[src/rtl/alu_driver.sv]
// alu_driver: issues commands to a fixed-latency ALU, tracks them through a
// three-stage valid/opcode pipe and queues the results in a show-ahead FIFO.
// Command acceptance is credit based, so the FIFO can never overflow.
module alu_driver #(
  parameter int WIDTH = 16,
  parameter int DEPTH = 8
) (
  input  logic             clk,
  input  logic             rst,
  input  logic             cmd_valid,
  output logic             cmd_ready,
  input  logic [WIDTH-1:0] cmd_in0,
  input  logic [WIDTH-1:0] cmd_in1,
  input  logic [2:0]       cmd_op,
  output logic [WIDTH-1:0] alu_in0,
  output logic [WIDTH-1:0] alu_in1,
  output logic [2:0]       alu_opcode,
  input  logic [WIDTH-1:0] alu_out,
  input  logic             alu_overflow,
  output logic             rsp_valid,
  input  logic             rsp_ready,
  output logic [WIDTH-1:0] rsp_data,
  output logic             rsp_overflow,
  output logic [1:0]       inflight
);

  localparam int AW = $clog2(DEPTH);
  localparam int CW = AW + 1;

  // Command drive registers towards the ALU
  logic [WIDTH-1:0] alu_in0_q, alu_in1_q;
  logic [2:0]       alu_opcode_q;

  // Tracking pipe: stage 0 is set on the accept edge, stage 2 holds the
  // command whose result is on alu_out during the current cycle.
  logic [2:0] pipe_vld_q, pipe_vld_d;
  logic [2:0] pipe_op_q [3];
  logic [2:0] pipe_op_d [3];

  // Response FIFO state
  logic [WIDTH:0]   mem_q [DEPTH];
  logic [AW-1:0]    wr_ptr_q, rd_ptr_q;
  logic [CW-1:0]    count_q, count_d;
  logic             ready_q, ready_d;

  logic             accept, push, pop, push_ovf;
  logic [1:0]       inflight_d;
  logic [WIDTH:0]   head_word;

  assign accept   = cmd_valid & ready_q;
  assign push     = pipe_vld_q[2];
  assign pop      = (count_q != '0) & rsp_ready;
  // Compare opcodes (101/110/111) never report overflow
  assign push_ovf = alu_overflow & (pipe_op_q[2] < 3'd5);

  // Shift the tracking pipe; stage 0 samples the accept
  always_comb begin
    pipe_vld_d   = {pipe_vld_q[1:0], accept};
    pipe_op_d[0] = cmd_op;
  end

  generate
    for (genvar gi = 1; gi < 3; gi++) begin : g_pipe_op
      assign pipe_op_d[gi] = pipe_op_q[gi-1];
    end
  endgenerate

  // Next FIFO occupancy and the credit check that gates the next accept;
  // cmd_ready is registered so it depends on no same-cycle input.
  always_comb begin
    count_d    = count_q + CW'(push) - CW'(pop);
    inflight_d = {1'b0, pipe_vld_d[0]} + {1'b0, pipe_vld_d[1]} + {1'b0, pipe_vld_d[2]};
    ready_d    = ({1'b0, count_d} + (CW+1)'(inflight_d)) < (CW+1)'(DEPTH);
  end

  // Control state: pipe, pointers, occupancy, credit and ALU drive
  always_ff @(posedge clk or posedge rst) begin
    if (rst) begin
      pipe_vld_q   <= '0;
      for (int i = 0; i < 3; i++) pipe_op_q[i] <= '0;
      wr_ptr_q     <= '0;
      rd_ptr_q     <= '0;
      count_q      <= '0;
      ready_q      <= 1'b0;
      alu_in0_q    <= '0;
      alu_in1_q    <= '0;
      alu_opcode_q <= '0;
    end else begin
      pipe_vld_q <= pipe_vld_d;
      for (int i = 0; i < 3; i++) pipe_op_q[i] <= pipe_op_d[i];
      if (push) wr_ptr_q <= wr_ptr_q + AW'(1);
      if (pop)  rd_ptr_q <= rd_ptr_q + AW'(1);
      count_q <= count_d;
      ready_q <= ready_d;
      if (accept) begin
        alu_in0_q    <= cmd_in0;
        alu_in1_q    <= cmd_in1;
        alu_opcode_q <= cmd_op;
      end
    end
  end

  // FIFO storage; contents need no reset because occupancy gates the read side
  always_ff @(posedge clk) begin
    if (push) mem_q[wr_ptr_q] <= {push_ovf, alu_out};
  end

  assign head_word    = mem_q[rd_ptr_q];
  assign rsp_valid    = (count_q != '0);
  assign rsp_data     = head_word[WIDTH-1:0];
  assign rsp_overflow = head_word[WIDTH];
  assign cmd_ready    = ready_q;
  assign alu_in0      = alu_in0_q;
  assign alu_in1      = alu_in1_q;
  assign alu_opcode   = alu_opcode_q;
  assign inflight     = {1'b0, pipe_vld_q[0]} + {1'b0, pipe_vld_q[1]} + {1'b0, pipe_vld_q[2]};

endmodule

[config.mk]
export PLATFORM = sky130hd
export DESIGN_NAME = alu_driver
export DESIGN_NICKNAME = d
export VERILOG_FILES = /design/src/rtl/alu_driver.sv
export SDC_FILE = /design/constraint.sdc
export NUM_CORES = 1
export LEC_CHECK = 0
export BUFFER_PORTS_ARGS = -buffer_cell sky130_fd_sc_hd__buf_4
export CAP_MARGIN = 10
export CORE_MARGIN = 2
export CORE_UTILIZATION = 56
export DETAILED_ROUTE_END_ITERATION = 16
export PLACE_DENSITY = 0.84
export SETUP_SLACK_MARGIN = 0.1
export SLEW_MARGIN = 20
export SYNTH_ARGS = -nofsm -noshare
export SYNTH_HDL_FRONTEND = slang
export SYNTH_SLANG_ARGS = --single-unit
[constraint.sdc]
create_clock -name clk -period 3.44 [get_ports clk]
set_input_delay 0.344 -clock clk [delete_from_list [all_inputs] [get_ports clk]]
set_output_delay 0.344 -clock clk [all_outputs]
set_load 0.005 [all_outputs]
==> impl_metrics.sql, run 1 <==
INSERT INTO impl_metrics (metric_group, metric, value, unit) VALUES
('outcome', 'status', 'complete, no violations', ''),
('critical_path', 'criticalPathCategory', 'register to register', ''),
('floorplan', 'coreArea', '13100', 'um^2'),
('routing', 'firstDrtPassIters', '4', ''),
('critical_path', 'critPathRequiredTime', '3.76', 'ns'),
('clock_network', 'cts.repair_timing.setup_buffer_count', '0', ''),
('routing', 'wirelength', '13300', 'um'),
('global_route', 'global_route.usage.total', '20.3', '%'),
('critical_path', 'critPathCaptureType', 'register', ''),
('timing', 'achievable-frequency', '318', 'MHz'),
('critical_path', 'worstPathArrival', '3.47', 'ns'),
('global_route', 'grt_first_pass_wirelength', '21300', 'um'),
('global_route', 'grt_start_max_net_pins', '59', ''),
('clock_network', 'cts_made_buffers', '17', ''),
('timing', 'clock-skew-final', '0.00474', 'ns'),
('cells_and_area', 'area.growth.synth_to_final', '21.4', '%'),
('routing', 'num_vias', '3628', ''),
('logic_synthesis', 'syn-instance-count', '350', ''),
('floorplan', 'die_width', '120', 'um'),
('timing', 'grt_setup_unrepaired', 'no', ''),
('clock_network', 'tritoncts', 'built', ''),
('global_route', 'grt_remaining_overflow', '0', ''),
('pwr', 'ir_worst_vdd', '0.000598', 'V'),
('clock_network', 'cts.clk_slew.worst_paths', '0.06', 'ns'),
('clock_network', 'clock_latency', '0.42', 'ns'),
('clock_network', 'ctsHoldBuffers', '0', ''),
('logic_synthesis', 'synth-main-ff-cell', 'sky130_fd_sc_hd__edfxtp_1', ''),
('critical_path', 'worst-r2r-setup-slack', '0.29', 'ns'),
('clock_network', 'ctsHtreeMaxLevel', '4', ''),
('clock_network', 'resize_count_post_cts', '0', ''),
('critical_path', 'rr_worst_depth', '14', ''),
('flow_run', 'max_cap_viol_count', '0', ''),
('pwr', 'leakagePower', '3.50', 'nW'),
('pwr', 'power_density', '812', 'nW/um^2'),
('floorplan', 'die-area', '14300', 'um^2'),
('logic_synthesis', 'syn-num-nets', '417', ''),
('logic_synthesis', 'synth_area_in_compound_gates', '0.418', '%'),
('logic_synthesis', 'synth.mux.area_fraction', '19.6', '%'),
('cells_and_area', 'finalNetCount', '545', ''),
('floorplan', 'start_util', '56.9', '%'),
('placed_design', 'dp_slack', '0.266', 'ns'),
('routing', 'ant_nets', '0', ''),
('cells_and_area', 'utilization', '69.1', '%'),
('timing', 'setup_tns_final', '0', 'ns'),
('cells_and_area', 'num_antenna_cells', '0', ''),
('pwr', 'total_power', '7.37', 'mW'),
('timing', 'setup_violators_final', '0', ''),
('critical_path', 'worst-path-max-fanout', '3', ''),
('placed_design', 'port_buffers', '111', ''),
('timing', 'final.min_clock_period', '3.15', 'ns'),
('timing', 'final.period_utilization', '91.5', '%'),
('placed_design', 'globalplace.congestion', '0.694', ''),
('logic_synthesis', 'yosysWarnings', '0', ''),
('routing', 'drt_first_iter_violations', '212', ''),
('clock_network', 'clock-root-buffer', 'sky130_fd_sc_hd__clkbuf_16', ''),
('clock_network', 'clock_sinks', '194', ''),
('logic_synthesis', 'synth_simple_gate_area_share', '1.44', '%'),
('floorplan', 'fp.dieH', '120', 'um'),
('logic_synthesis', 'post_synth_instance_area', '7470', 'um^2'),
('logic_synthesis', 'synth_fa_ha_area_share', '2.14', '%'),
('global_route', 'grt_antenna_before_repair', '0', ''),
('floorplan', 'io-pin-count', '112', ''),
('global_route', 'first_global_vias', '4088', ''),
('routing', 'wire_length_per_cell', '20.0', 'um'),
('timing', 'slew_headroom', '33.9', '%'),
('cells_and_area', 'finalNonFillerCells', '667', ''),
('cells_and_area', 'layout_common_cells', '136 x sky130_fd_sc_hd__edfxtp_1, 121 x sky130_fd_sc_hd__buf_4, 57 x sky130_fd_sc_hd__dfrtp_1', ''),
('clock_network', 'clock_path_buffers', '2', ''),
('logic_synthesis', 'synthDistinctLibCells', '28', ''),
('logic_synthesis', 'synth.yosys.seq_area_share', '74.1', '%'),
('critical_path', 'timing.rr.start', 'count_q[2]', '');
[per-layer routing]
metal | share of wire, % | track usage [%] | vias up
met1 | 38 | 23.9 | 1826
met4 | 1.5 | 8.16 | 0
met3 | 6.9 | 6.51 | 16
met2 | 53 | 34.7 | 144
li1 | - | - | 1642
met5 | 0 | 0 | -
[Yosys cell counts, drive strengths merged (3+ instances only)]
cell,count,area (um^2)
mux2,54,608
mux4,34,856
nor2,6,22.5
inv,12,45.0
xnor2,4,35.0
nand2,5,18.8
fa,3,60.1
ha,8,100
edfxtp,136,4080
dfrtp,58,1450
nand2b,3,18.8
buf,11,78.8
[how the worst max path moves through the flow]
stage,startpoint,endpoint,slack [ns],cells past startpoint
after floorplan,count_q[2],cmd_ready,0.49,14
after global routing,count_q[2],cmd_ready,0.10,14
after detailed placement,count_q[2],cmd_ready,0.27,14
final,count_q[2],cmd_ready,0.29,14
after global placement,count_q[2],cmd_ready,0.43,14
after CTS,count_q[2],cmd_ready,0.26,14
[sequential cells by signal, indices dropped and copies added, names as in the netlist]
register    cells
mem_q         136
alu_in0        16
alu_in1        16
pipe_op_d       6
count_q         4
alu_opcode      3
pipe_op_q       3
pipe_vld_q      3
rd_ptr_q        3
wr_ptr_q        3
cmd_ready       1
[through the flow]
stage / hold slack (ns) / area [um^2]
floorplan: 0.331 / 7470
global placement: 0.332 / 8550
detailed placement: 0.336 / 8550
CTS: 0.0227 / 9080
global route: 0.0174 / 9080
finish: 0.0451 / 9080
[report_power, final]
part,switching [mW],internal [mW]
Sequential,0.323,2.97
Clock,0.781,0.976
Combinational,0.905,1.42
[layout make-up]
cell class	instances	area [um^2]
Multi-Input combinational cell	131	1820
Tap cell	176	220
Fill cell	840	4060
Clock buffer	18	429
Timing Repair Buffer	122	928
Clock inverter	14	97.6
Inverter	12	47.5
Sequential cell	194	5540
[logic make-up after synthesis]
group,after synthesis
AND/OR/NAND/NOR,22
adder cells (fa/ha/maj),11
multiplexers,88
AO/OA/AOI/OAI,5
flip-flops,194
XOR/XNOR,5
buffers and inverters,25
[worst max-delay path, stage by stage (launching register included)]
cell	delay, ns
sky130_fd_sc_hd__dfrtp_1	0.36
sky130_fd_sc_hd__inv_1	0.09
sky130_fd_sc_hd__ha_1	0.14
sky130_fd_sc_hd__or3b_2	0.47
sky130_fd_sc_hd__nand2_1	0.14
sky130_fd_sc_hd__inv_1	0.06
sky130_fd_sc_hd__ha_1	0.27
sky130_fd_sc_hd__inv_1	0.06
sky130_fd_sc_hd__ha_1	0.15
sky130_fd_sc_hd__inv_1	0.05
sky130_fd_sc_hd__fa_1	0.48
sky130_fd_sc_hd__inv_1	0.06
sky130_fd_sc_hd__ha_1	0.30
sky130_fd_sc_hd__a31o_2	0.21
sky130_fd_sc_hd__a211oi_1	0.22
Note: power is estimated with default switching activity, not from simulation.
==> run 2, diff against run 1 <==
- CORE_UTILIZATION: 56 -> 41
- PLACE_DENSITY: 0.84 -> 0.66
==> run 2 against run 1 <==
Non-clock buffer count increased by 3. Total power increased by 2.8%. Critical path depth unchanged.
==> impl_metrics.sql, run 2 (synthesis gave the netlist of run 1 again) <==
INSERT INTO impl_metrics (metric_group, metric, value, unit) VALUES
('outcome', 'status', 'complete, no violations', ''),
('min_path', 'hold_class', 'input port to register', ''),
('cells_and_area', 'seq_area', '5540', 'um^2'),
('global_route', 'first_global_vias', '4010', ''),
('cells_and_area', 'mostFrequentLayoutCell', 'sky130_fd_sc_hd__edfxtp_1', ''),
('critical_path', 'cpPeakStageDelay', '0.48', 'ns'),
('clock_network', 'ctsHtreeMaxLevel', '4', ''),
('critical_path', 'criticalPathCategory', 'register to register', ''),
('cells_and_area', 'largest-register', 'mem_q', ''),
('routing', 'routed_via_density', '5.07', ''),
('global_route', 'grt_remaining_overflow', '0', ''),
('floorplan', 'io-pin-count', '112', ''),
('critical_path', 'timing.critical_path.buf_inv', '5', ''),
('critical_path', 'critical_path.reg2reg.endpoint', 'cmd_ready', ''),
('critical_path', 'critPathRequiredTime', '3.77', 'ns'),
('pwr', 'leakagePower', '3.56', 'nW'),
('critical_path', 'cpMostUsedCell', 'sky130_fd_sc_hd__inv_1', ''),
('floorplan', 'fp.dieH', '139', 'um'),
('global_route', 'grt_antenna_before_repair', '0', ''),
('critical_path', 'worstSetupStartpoint', 'count_q[2]', ''),
('timing', 'number_of_hold_slack_violations_in_the_final_timing_report', '0', ''),
('clock_network', 'cts_made_buffers', '17', ''),
('placed_design', 'postPlaceCellArea', '8620', 'um^2'),
('critical_path', 'worst-path-max-fanout', '3', ''),
('routing', 'drt_first_iter_violations', '119', ''),
('clock_network', 'cts.repair_timing.setup_buffer_count', '0', ''),
('timing', 'final.period_utilization', '90.8', '%'),
('floorplan', 'die-area', '19300', 'um^2'),
('cells_and_area', 'layout_common_cells', '136 x sky130_fd_sc_hd__edfxtp_1, 122 x sky130_fd_sc_hd__buf_4, 57 x sky130_fd_sc_hd__dfrtp_1', ''),
('critical_path', 'timing.rr.start', 'count_q[2]', ''),
('clock_network', 'tritoncts', 'built', ''),
('critical_path', 'critPathCaptureType', 'register', ''),
('routing', 'wirelength', '13600', 'um'),
('cells_and_area', 'num_antenna_cells', '0', ''),
('timing', 'setup_violators_final', '0', ''),
('timing', 'setup_tns_final', '0', 'ns'),
('floorplan', 'rows', '49', ''),
('clock_network', 'clock_sinks', '194', ''),
('pwr', 'power_density', '820', 'nW/um^2'),
('pwr', 'clk_pwr_share', '26.1', '%'),
('pwr', 'total_power', '7.58', 'mW'),
('routing', 'num_vias', '3664', ''),
('flow_run', 'max_cap_viol_count', '0', ''),
('pwr', 'combPwrFrac', '30.8', '%'),
('timing', 'achievable-frequency', '320', 'MHz'),
('floorplan', 'start_util', '41.8', '%'),
('critical_path', 'worst-path-stages', '14', ''),
('timing', 'slew_violations', '0', ''),
('timing', 'setup_slack_after_layout', '0.315', 'ns'),
('pwr', 'ir_worst_vdd', '0.000415', 'V'),
('critical_path', 'rr_worst_depth', '14', ''),
('placed_design', 'dp_slack', '0.349', 'ns'),
('critical_path', 'critical_path.startpoint_type', 'register', ''),
('cells_and_area', 'area.growth.synth_to_final', '23.6', '%'),
('cells_and_area', 'final_cell_area', '9240', 'um^2'),
('routing', 'routedLengthMet1', '5540', 'um'),
('placed_design', 'hpwl', '8550', 'um'),
('clock_network', 'clock_latency', '0.43', 'ns'),
('cells_and_area', 'area_occupied_by_multi_input_gates', '1820', 'um^2'),
('timing', 'finalHoldWorstSlack', '0.0259', 'ns'),
('cells_and_area', 'finalNetCount', '548', ''),
('floorplan', 'coreArea', '17900', 'um^2'),
('clock_network', 'clock-root-buffer', 'sky130_fd_sc_hd__clkbuf_16', ''),
('critical_path', 'worst-r2r-setup-slack', '0.31', 'ns'),
('global_route', 'global_route.usage.total', '14.7', '%'),
('pwr', 'power.net_switching', '2.11', 'mW'),
('cells_and_area', 'fraction_of_final_layout_cells_with_drive_strength_greater_than_1', '45.5', '%'),
('routing', 'remaining_drc_errors', '0', ''),
('cells_and_area', 'max_ffs_per_register', '136', ''),
('pwr', 'sequential_power_share', '43.1', '%'),
('routing', 'wire_length_per_cell', '18.8', 'um'),
('timing', 'grt_setup_unrepaired', 'no', ''),
('critical_path', 'critPathTopFamily', 'adder cells', ''),
('floorplan', 'die_width', '139', 'um'),
('critical_path', 'timing.critical_path.cells', 'inv_1 > ha_1 > or3b_2 > nand2_1 > inv_1 > ha_1 > inv_1 > ha_1 > inv_1 > fa_1 > inv_1 > ha_1 > a31o_2 > a211oi_1', ''),
('clock_network', 'cts.clk_slew.worst_paths', '0.07', 'ns'),
('timing', 'transition_at_the_pin_with_the_smallest_max_transition_slack', '1.02', 'ns'),
('placed_design', 'port_buffers', '111', ''),
('critical_path', 'worstPathArrival', '3.45', 'ns'),
('clock_network', 'clock_path_buffers', '2', ''),
('timing', 'final.min_clock_period', '3.13', 'ns'),
('timing', 'clock-skew-final', '0.00873', 'ns'),
('routing', 'firstDrtPassIters', '5', ''),
('global_route', 'grt_start_max_net_pins', '39', ''),
('cells_and_area', 'num-fill-cells', '1462', ''),
('routing', 'highest_layer', 'met4', ''),
('critical_path', 'critical-path-slowest-cell', 'sky130_fd_sc_hd__fa_1', ''),
('routing', 'ant_nets', '0', ''),
('timing', 'slew_headroom', '32.0', '%'),
('routing', 'route.met3.wl', '1140', 'um'),
('min_path', 'hold_depth', '1', ''),
('routing', 'wl_met2', '6740', 'um'),
('critical_path', 'timing.critical_path.to', 'cmd_ready', ''),
('placed_design', 'globalplace.congestion', '0.697', ''),
('global_route', 'grt_first_pass_wirelength', '21400', 'um'),
('pwr', 'sw_frac_of_total', '27.8', '%'),
('pwr', 'internal-power', '5.47', 'mW');
[run 2: cell types whose count changed in the layout (fill, tap and decap cells not counted), moves of 2 or more]
cell and delta:
sky130_fd_sc_hd__dlygate4sd3_1 +2, sky130_fd_sc_hd__clkinv_1 -6, sky130_fd_sc_hd__inv_8 +3, sky130_fd_sc_hd__inv_6 +2, sky130_fd_sc_hd__clkinvlp_4 -2, sky130_fd_sc_hd__clkinv_4 +2
[run 2: through the flow]
stage	cells	utilization (%)
final	723	51.6
after global routing	723	51.6
after CTS	723	51.6
after detailed placement	689	48.2
after global placement	689	48.2
after floorplan	350	-
[run 2: worst min path at each step]
stage,startpoint,to
floorplan,pipe_op_d[3],pipe_op_d[0]
global placement,pipe_op_d[5],pipe_op_d[2]
detailed placement,pipe_op_d[5],pipe_op_d[2]
CTS,cmd_op[1],pipe_op_d[4]
global route,cmd_op[1],pipe_op_d[4]
finish,cmd_op[1],pipe_op_d[4]
[run 2: final cells by class]
type / count / area share (%)
Clock inverter: 15 / 1.90
Inverter: 12 / 0.487
Timing Repair Buffer: 125 / 10.3
Tap cell: 229 / 3.10
Clock buffer: 17 / 4.60
Sequential cell: 194 / 59.9
Multi-Input combinational cell: 131 / 19.7
[run 2: layer usage]
metal | GRT usage, % | up-vias
met5 | 0 | -
met4 | 4.78 | 0
met3 | 5.39 | 15
met2 | 24.4 | 137
met1 | 17.9 | 1855
li1 | - | 1657
[run 2: power groups by stage]
stage / Sequential [mW] / Clock (mW) / Combinational, mW
floorplan: 3.20 / 0 / 1.44
global placement: 3.28 / 0 / 2.33
detailed placement: 3.31 / 0 / 2.38
CTS: 3.27 / 2.04 / 2.39
global route: 3.32 / 2.13 / 2.56
finish: 3.26 / 1.98 / 2.33
[run 2: what timing repair did]
action | in CTS | in global routing
gates resized for setup | 0 | 0
hold buffers | 2 | 0
endpoints found under the hold margin | 21 | 0
